$ cat config.mk
export PLATFORM = sky130hd
export DESIGN_NAME = aud_player
export DESIGN_NICKNAME = d
export VERILOG_FILES = /design/src/rtl/aud_pkg.sv /design/src/rtl/aud_player_lrck_edge_det.sv /design/src/rtl/aud_player.sv
export SDC_FILE = /design/constraint.sdc
export NUM_CORES = 1
export LEC_CHECK = 0
export ABC_AREA = 1
export CORE_ASPECT_RATIO = 1.2
export CORE_UTILIZATION = 50
export CTS_BUF_LIST = sky130_fd_sc_hd__clkbuf_8
export DETAILED_ROUTE_END_ITERATION = 8
export PLACE_DENSITY = 0.77
export SLEW_MARGIN = 20
export SYNTH_ARGS = -nofsm -noshare
export SYNTH_HDL_FRONTEND = slang
export SYNTH_HIERARCHICAL = 1
export SYNTH_SLANG_ARGS = --single-unit
export TNS_END_PERCENT = 50
$ cat constraint.sdc
create_clock -name i_bclk -period 3.7 [get_ports i_bclk]
set_clock_uncertainty 0.2 [all_clocks]
set_input_delay 1.11 -clock i_bclk [delete_from_list [all_inputs] [get_ports i_bclk]]
set_output_delay 1.11 -clock i_bclk [all_outputs]
set_load 0.05 [all_outputs]
$ cat src/rtl/aud_pkg.sv
// Shared types and sizing for the codec audio serialiser/recorder blocks.
// Width and counter sizing live here so player and recorder agree.
package aud_pkg;
    localparam int DATA_W = 16;
    localparam int CNT_W  = $clog2(DATA_W);

    typedef enum logic [1:0] {
        IDLE,
        DELAY,
        SEND,
        DONE
    } aud_state_e;
endpackage

$ cat src/rtl/aud_player_lrck_edge_det.sv
// LRCK edge detector: registered copy of LRCK compared against the live level.
// Latency: edge flagged combinationally in the cycle the new level is sampled; no backpressure.
// Either polarity counts. The register always tracks LRCK, so no false edge follows reset.
module lrck_edge_det (
    input  logic i_clk,
    input  logic i_lrck,
    output logic o_edge
);
    logic r_lrck_q;

    always_ff @(posedge i_clk) begin
        r_lrck_q <= i_lrck;
    end

    assign o_edge = (i_lrck != r_lrck_q);
endmodule

$ cat src/rtl/aud_player.sv
// I2S DAC serialiser: sends each PCM sample MSB-first on both channels of the WM8731.
// Latency: MSB on o_aud_dacdat two BCLK edges after the LRCK change is sampled; no backpressure.
// A new LRCK edge or a low i_en aborts the word in flight; the codec paces everything.
module aud_player
    import aud_pkg::*;
(
    input  logic              i_bclk,
    input  logic              i_rst_n,
    input  logic              i_daclrck,
    input  logic              i_en,
    input  logic [DATA_W-1:0] i_dac_data,
    output logic              o_aud_dacdat
);
    aud_state_e         r_state;
    aud_state_e         w_state_nxt;
    logic [DATA_W-1:0]  r_shift;
    logic [CNT_W-1:0]   r_cnt;
    logic [CNT_W-1:0]   w_cnt_nxt;
    logic               r_dacdat;
    logic               w_dat_nxt;
    logic               w_load;
    logic               w_lrck_edge;

    lrck_edge_det u_edge (
        .i_clk  (i_bclk),
        .i_lrck (i_daclrck),
        .o_edge (w_lrck_edge)
    );

    always_ff @(posedge i_bclk) begin
        if (!i_rst_n) begin
            r_state <= IDLE;
        end else begin
            r_state <= w_state_nxt;
        end
    end

    // An LRCK edge always wins over the current state, so a short frame restarts cleanly.
    always_comb begin
        w_state_nxt = r_state;
        w_load      = 1'b0;
        w_cnt_nxt   = r_cnt;
        w_dat_nxt   = 1'b0;
        if (!i_en) begin
            w_state_nxt = IDLE;
        end else if (w_lrck_edge) begin
            w_state_nxt = DELAY;
            w_load      = 1'b1;
        end else begin
            case (r_state)
                IDLE: begin
                    w_state_nxt = IDLE;
                end
                DELAY: begin
                    w_state_nxt = SEND;
                    w_cnt_nxt   = CNT_W'(DATA_W - 1);
                end
                SEND: begin
                    w_dat_nxt = r_shift[r_cnt];
                    if (r_cnt == '0) begin
                        w_state_nxt = DONE;
                    end else begin
                        w_cnt_nxt = r_cnt - 1'b1;
                    end
                end
                DONE: begin
                    w_state_nxt = DONE;
                end
                default: begin
                    w_state_nxt = IDLE;
                end
            endcase
        end
    end

    always_ff @(posedge i_bclk) begin
        if (!i_rst_n) begin
            r_shift  <= '0;
            r_cnt    <= '0;
            r_dacdat <= 1'b0;
        end else begin
            if (w_load) begin
                r_shift <= i_dac_data;
            end
            r_cnt    <= w_cnt_nxt;
            r_dacdat <= w_dat_nxt;
        end
    end

    assign o_aud_dacdat = r_dacdat;
endmodule

# After elaboration in Yosys (flattened, before gate mapping)
# Index checks and enable logic that the tools add are counted.
totals:
  ff_bits: 24
  latch_bits: 0
  mem_bits_rw: 0
  rom_bits: 0
  input_bits: 20
  out_inout_bits: 1
  word_cells: 35
  n_memories: 0
op_classes:
  add_sub_neg: 1
  n_mul: 0
  n_div: 0
  n_lt_le_gt_ge: 1
  eq_ne: 7
  n_shift: 0
  n_mux: 9
  bitwise: 4
  n_reduce_logical: 7
ops:
  columns: ["op", "count"]
  rows:
  - ["$pmux 2 s4", 1]
  - ["$pmux 4 s2", 1]
  - ["$lt 4x5->1 const B", 1]
  - ["$bmux 1 s4", 1]
  - ["$eq 2x2->1 const B", 2]
  - ["$logic_not 4->1", 1]
  - ["$mux 1", 4]
  - ["$mux 4", 1]
  - ["$ne 2x2->1 const B", 2]
  - ["$not 1->1", 4]
  - ["$reduce_and 4->1", 1]
  - ["$reduce_or 4->1", 1]
  - ["$sub 4x1->4 const B", 1]
  - ["$ne 3x2->1 const B", 1]
  - ["$reduce_or 3->1", 1]
  - ["$eq 2x1->1 const B", 1]
  - ["$logic_not 2->1", 1]
  - ["$mux 2", 1]
  - ["$reduce_and 2->1", 1]
  - ["$reduce_bool 2->1", 1]
  - ["$ne 1x1->1", 1]

# Logic depth before layout (Yosys ltp)
logic_depth:
  depth_word: 4
  ltp_mapped: 9
  ltp_nobuf: 9

# Cells and area by module
# The synthesis kept the hierarchy.
by_module_without_submodules:
  columns: ["module", "n_inst", "cells_per_inst", "area_per_inst_um2", "seq_area_each_um2"]
  rows:
  - ["aud_player", 1, 165, 1131.1, 460.4]
  - ["lrck_edge_det", 1, 6, 38.8, 20.0]

# Least setup slack after synthesis
# No wires, ideal clock.
synth_timing:
  path_kind: "input to register"
  startpoint: "input i_daclrck"
  endpoint: "register r_cnt[2]"
  setup_time_ps: 122
  arrival_time_ps: 1750
  required_ps: 3378
  slack_ps: 1629
  cell_stages: 8
  n_path_buf: 0
  path_cell_list: "inv_1 nand2_1 nand2_1 inv_1 and3_2 nand2_4 o21ai_0 a21oi_1"
synth_via:
  elab_chain_len: 3
synth_rtl:
  columns: ["item", "line_no", "rtl"]
  rows:
  - ["start, declared", "aud_player.sv:9", "input logic i_daclrck,"]
  - ["$ne 1x1->1", "aud_player_lrck_edge_det.sv:15", "assign o_edge = (i_lrck != r_lrck_q);"]
  - ["via w_lrck_edge", "aud_player.sv:22", "logic w_lrck_edge;"]
  - ["$not 1->1 (no line)", null, null]
  - ["$reduce_and 4->1 (no line)", null, null]
  - ["end signal, assigned", "aud_player.sv:85", "r_cnt <= w_cnt_nxt;"]
  - ["end, declared", "aud_player.sv:17", "logic [CNT_W-1:0] r_cnt;"]
# The timed path passes the listed nets, and every way through them passes these cells.
# A chain may end at the register's enable or synchronous reset.

# Worst setup path in the final report
layout_timing:
  startpoint: "register r_dacdat, in the netlist o_aud_dacdat"
  endpoint: "output o_aud_dacdat"
layout_lines:
  columns: ["item", "line_no", "rtl"]
  rows:
  - ["start, declared", "aud_player.sv:19", "logic r_dacdat;"]
  - ["start signal, assigned", "aud_player.sv:86", "r_dacdat <= w_dat_nxt;"]
  - ["end, declared", "aud_player.sv:12", "output logic o_aud_dacdat"]
# No word-level cell between the ends.

==> reports/qor.csv <==
metric,value,unit
syn_nets,196,
die_h,55.0,µm
cts_tree,yes,
crit_required,2.39,ns
clkTransAtPathRegs,0.08,ns
fin_crit_sh,0.726,
ctsResizeCount,0,
rsz0062_at_grt,false,
fill_cells,201,
post-dp-hpwl,1700,µm
cp-start-kind,flop,
route.met2.wl,1160,µm
finalInstanceArea,1450,µm²
clockPowerShare,0.331,
dpl_cell_area,1400,µm²
p_sw_frac,0.242,
chipWidth,46.2,µm
start_util,0.547,
crit_type,flop to primary output,
clkSinkCount,24,
critPathTopFamily,buffers and inverters,
grt_max_degree,26,
ant_nets,0,
die_area,2540,µm²
maxCapViolations,0,
fin_crit,2.69,ns
worst_pin_slew,0.485,ns
cp.depth,1,
crit_start,o_aud_dacdat,
rr_endpoint,r_cnt[3],
p_leak,0.632,nW
fin_tns_setup,0,ns
ff2ff_setup_slack,1.85,ns
p_comb_frac,0.144,
reg2reg_from,r_cnt[0],
grt_first_pass_wirelength,3670,µm
remaining_drc_errors,0,
hold_path.class,flop to flop,
synth_cells,171,
slew_violations,0,
path_max_fanout,1,
p_sw,0.130,mW
syn-cell-area,1170,µm²
syn_avg_cell_area,6.84,µm²
fmax,372,MHz
antenna_found_initial,0,
core-area,2140,µm²
routed.top_layer,met4,
drt-initial-drc-count,10,
seq_power_share,0.525,
powerDensity,370,nW/µm²
final_nets,218,
viasPerCell,4.86,
ioPinCount,21,
hold_viol_final,0,
irDropWorstVdd,0.254,mV
worstPathCellList,clkdlybuf4s50_1,
grtUsageTotal,0.201,
wire_per_inst,10.3,µm
cts_buffers,3,
status,"finished, final reports clean",
r2r_cells,8,
crit_slowest_cell,clkdlybuf4s50_1,
num_vias,1079,
grt_pass1_vias,936,
std_cell_rows,18,
syn_to_final_growth,24.1,%
end_kind,primary output,
worst_ep_arrival_time,1.38,ns
wl_met3,72,µm
clk_latency,0.27,ns
crit_buf_inv,1,
antenna-diode-count,0,
drive_gt1_frac,0.0885,
slowest_delay,0.79,ns
max_slew_margin,0.676,
io_buffer_count,20,
setup_violations,0,
final_cell_mix,"35 x nand2_1, 24 x nor2_1, 24 x dfxtp_1",
endpoint,o_aud_dacdat,
cts.path.max_buffers,2,
cts_setup_buffers,0,
post_cts_hold_buffer_count,0,
firstDrtPassIters,4,
synth_cell_type_count,20,
gp_congestion,0.748,
p_int,0.407,mW
ys_seq_area_frac,0.411,
mostFrequentLayoutCell,nand2_1,
met1_length,1020,µm
fin_total_pwr,0.537,mW
clockRootBuffer,clkbuf_8,
htreeDepth,1,
overflow,0,
totalWireLength,2290,µm
yosysWarnings,6,
ys_ff_latch,24,
## cells by family (layout without fill, tap and decap cells)
family	count (synthesis)	count (layout)	share of synthesized area
AND/OR/NAND/NOR	75	75	0.270
buffers and inverters	31	52	0.107
flip-flops	24	24	0.411
AO/OA/AOI/OAI	36	36	0.159
adder cells (fa/ha/maj)	5	5	0.0535
## layout make-up
| cell class | count | area, µm² | area share |
|---|---|---|---|
| Tap cell | 30 | 37.5 | 0.0259 |
| Timing Repair Buffer | 22 | 215 | 0.148 |
| Multi-Input combinational cell | 116 | 564 | 0.389 |
| Inverter | 26 | 98.8 | 0.0681 |
| Clock buffer | 4 | 55.1 | 0.0379 |
| Sequential cell | 24 | 480 | 0.331 |
## state kept, by name, summed over array words and instances, names as in the netlist
signal	flops
r_state	2
r_cnt	4
r_shift	16
o_aud_dacdat	1
u_edge/r_lrck_q	1
## cell usage after synthesis
| cell type | number | area [µm²] |
|---|---|---|
| ha_1 | 5 | 62.6 |
| nor2_2 | 2 | 12.5 |
| o21ai_2 | 1 | 8.76 |
| buf_4 | 1 | 7.51 |
| buf_2 | 2 | 10.0 |
| nand3_1 | 10 | 50.1 |
| and3_2 | 1 | 7.51 |
| nand2_2 | 2 | 12.5 |
| clkbuf_2 | 1 | 5.00 |
| inv_2 | 3 | 11.3 |
| inv_1 | 22 | 82.6 |
| nor2_1 | 24 | 90.1 |
| a211oi_1 | 1 | 7.51 |
| a21oi_1 | 14 | 70.1 |
| dfxtp_1 | 24 | 480 |
| nand2_4 | 1 | 11.3 |
| buf_1 | 1 | 3.75 |
| o21ai_0 | 20 | 100 |
| nand2_1 | 35 | 131 |
| clkinv_2 | 1 | 5.00 |
## power groups by stage
| stage | logic, mW | registers [mW] | clock network, mW |
|---|---|---|---|
| floorplan | 0.0486 | 0.285 | 0 |
| global placement | 0.0747 | 0.288 | 0 |
| detailed placement | 0.0771 | 0.288 | 0 |
| CTS | 0.0783 | 0.282 | 0.181 |
| global route | 0.0886 | 0.284 | 0.189 |
| finish | 0.0773 | 0.282 | 0.178 |
## routing by layer
| metal | up-vias | global-route usage |
|---|---|---|
| met3 | 5 | 0.0195 |
| met5 | - | 0 |
| met1 | 475 | 0.220 |
| li1 | 578 | - |
| met4 | 0 | 0.0882 |
| met2 | 21 | 0.383 |
## metrics by stage
step | utilization | setup slack, ns | hold WS (ns) | cells
floorplan | - | 1.63 | 0.229 | 171
global placement | 0.653 | 1.01 | 0.242 | 218
detailed placement | 0.653 | 0.904 | 0.247 | 218
CTS | 0.678 | 1.01 | 0.260 | 222
global route | 0.678 | 0.961 | 0.282 | 222
finish | 0.678 | 1.01 | 0.257 | 222
## worst min-delay path by stage
stage	end	cells after the start	from
2_1_floorplan	r_shift[12]	2	r_shift[12]
5_1_grt	r_shift[5]	2	r_shift[5]
6_report	r_shift[5]	2	r_shift[5]
3_5_place_dp	r_shift[5]	2	r_shift[5]
3_3_place_gp	r_shift[15]	2	r_shift[15]
4_1_cts	r_shift[5]	2	r_shift[5]
(Power assumes the default switching activity.)
==> RTL change, RTL diff (same flow settings) <==
Register the output `o_aud_dacdat` once more, cleared by the reset; this adds one clock of latency there. Comments in the files are not updated.
--- a/src/rtl/aud_player.sv
+++ b/src/rtl/aud_player.sv
@@ -87,6 +87,12 @@
         end
     end
 
-    assign o_aud_dacdat = r_dacdat;
+    always_ff @(posedge i_bclk) begin
+        if (!i_rst_n) begin
+            o_aud_dacdat <= '0;
+        end else begin
+            o_aud_dacdat <= r_dacdat;
+        end
+    end
 endmodule
 
Formal check against the unedited RTL: not equivalent (Yosys sat finds a counterexample within 4 cycles, from zero or initial values and one cycle with i_rst_n low).
==> RTL change against the unedited design <==
  * First-iteration DRC count rose to 3.2 times the old value
  * Setup slack gained 8.0 ps
  * Area after synthesis increased by 1.8%
  * Maximum frequency grew 0.30%
  * Critical endpoint unchanged
  * Count of clock-buffer cells in the layout fell by 1
  * Sequential cell count grew 1
  * Routed wire length up 3.4%
  * Total power down 1.3%
  * Design area is 0.43% higher
==> RTL change: results (changes against the unedited design) <==
- The worst hold slack is 247.6 ps (-9.213 ps).
- The routed length on met2 is 1194 µm (+2.7%).
- The run finished with clean final reports.
- The overall via count from detail_route is 1111 (+3.0%).
- The global-route met1 utilization is 0.2417 (+0.02123).
- The total wirelength of the detailed-routed design is 2370 µm (+3.4%).
- The register-to-register setup slack is 1820 ps (-30 ps).
- The hold path startpoint is r_dacdat.
- The count of filler cells inserted in the layout was 227 (+13%).
- The number of clock-tree buffers in the layout is 3 (-1).
- The fraction of cell area in non-clock buffers is 0.1425 (-0.005787).
- The share of final layout cell area taken by clock buffers and inverters is 0.03090 (-0.007030).
- The cell-internal power came to 0.3964 mW (-2.6%).
- The sequential share of the synthesized area is 0.4202 (+0.009473).
- The sequential portion of the cell area is 0.3433 (+0.01231).
- The post-synthesis net count came to 197 (+0.51%).
- The routed wire length on met3 is 63 µm (-13%).
- The multi-input gate share of total cell area was 0.3888 (about the same).
- The number of distinct standard cells referenced by the synthesized netlist is 22 (+10%).
- The average routed wire per standard cell was 10.63 µm (+3.0%).
- The global-route wire length before repair is 3981 µm (+8.5%).
- The remaining max-slew budget at the tightest pin is 0.5971 (-0.07877).
- The number of violations reported at the end of detailed-routing iteration 0 is 32 (+22).
- The sum of net half-perimeters after detailed placement is 1672 µm (-1.6%).
- The static power due to leakage is 0.6408 nW (+1.4%).
- The met3 demand-to-capacity share in global routing is 0.02288 (+0.003395).
- The CTS sink count is 25 (+4.2%).
## RTL change: cell count changes after synthesis, sizes merged
cell   unedited run  this run
nand3            10        11
o21ai            21        22
nand2            38        39
or2               0         1
nor2             26        22
dfxtp            24        25
## RTL change: through the flow
stage / total power [mW] / util / worst slack (ps) / cell area [µm²]
floorplan: 0.3444 / - / 1629 / 1191
global placement: 0.3724 / 0.6190 / 1052 / 1413
detailed placement: 0.3756 / 0.6190 / 978.6 / 1413
CTS: 0.5337 / 0.6387 / 1014 / 1458
global route: 0.5586 / 0.6387 / 979.4 / 1458
finish: 0.5302 / 0.6387 / 1022 / 1458
## RTL change: power groups by stage
stage / logic (mW) / registers [mW] / clock network [mW]
2_1_floorplan: 0.0485 / 0.296 / 0
3_3_place_gp: 0.0741 / 0.298 / 0
3_5_place_dp: 0.0767 / 0.299 / 0
4_1_cts: 0.0779 / 0.293 / 0.163
5_1_grt: 0.0883 / 0.295 / 0.176
6_report: 0.0775 / 0.292 / 0.160
## RTL change: cells by family (layout without fill, tap and decap cells)
family	after synthesis	count (layout)	share of synthesized area
flip-flops	25	25	0.4202
AND/OR/NAND/NOR	74	74	0.2626
AO/OA/AOI/OAI	37	37	0.1607
adder cells (fa/ha/maj)	5	5	0.05252
buffers and inverters	31	51	0.1040
## RTL change: worst max path at each step
| stage | start | to | slack, ps |
|---|---|---|---|
| CTS | o_aud_dacdat | o_aud_dacdat | 1010 |
| finish | o_aud_dacdat | o_aud_dacdat | 1020 |
| global route | o_aud_dacdat | o_aud_dacdat | 980 |
| global placement | i_daclrck | r_shift[11] | 1050 |
| floorplan | i_daclrck | r_cnt[2] | 1630 |
| detailed placement | i_daclrck | r_shift[2] | 980 |
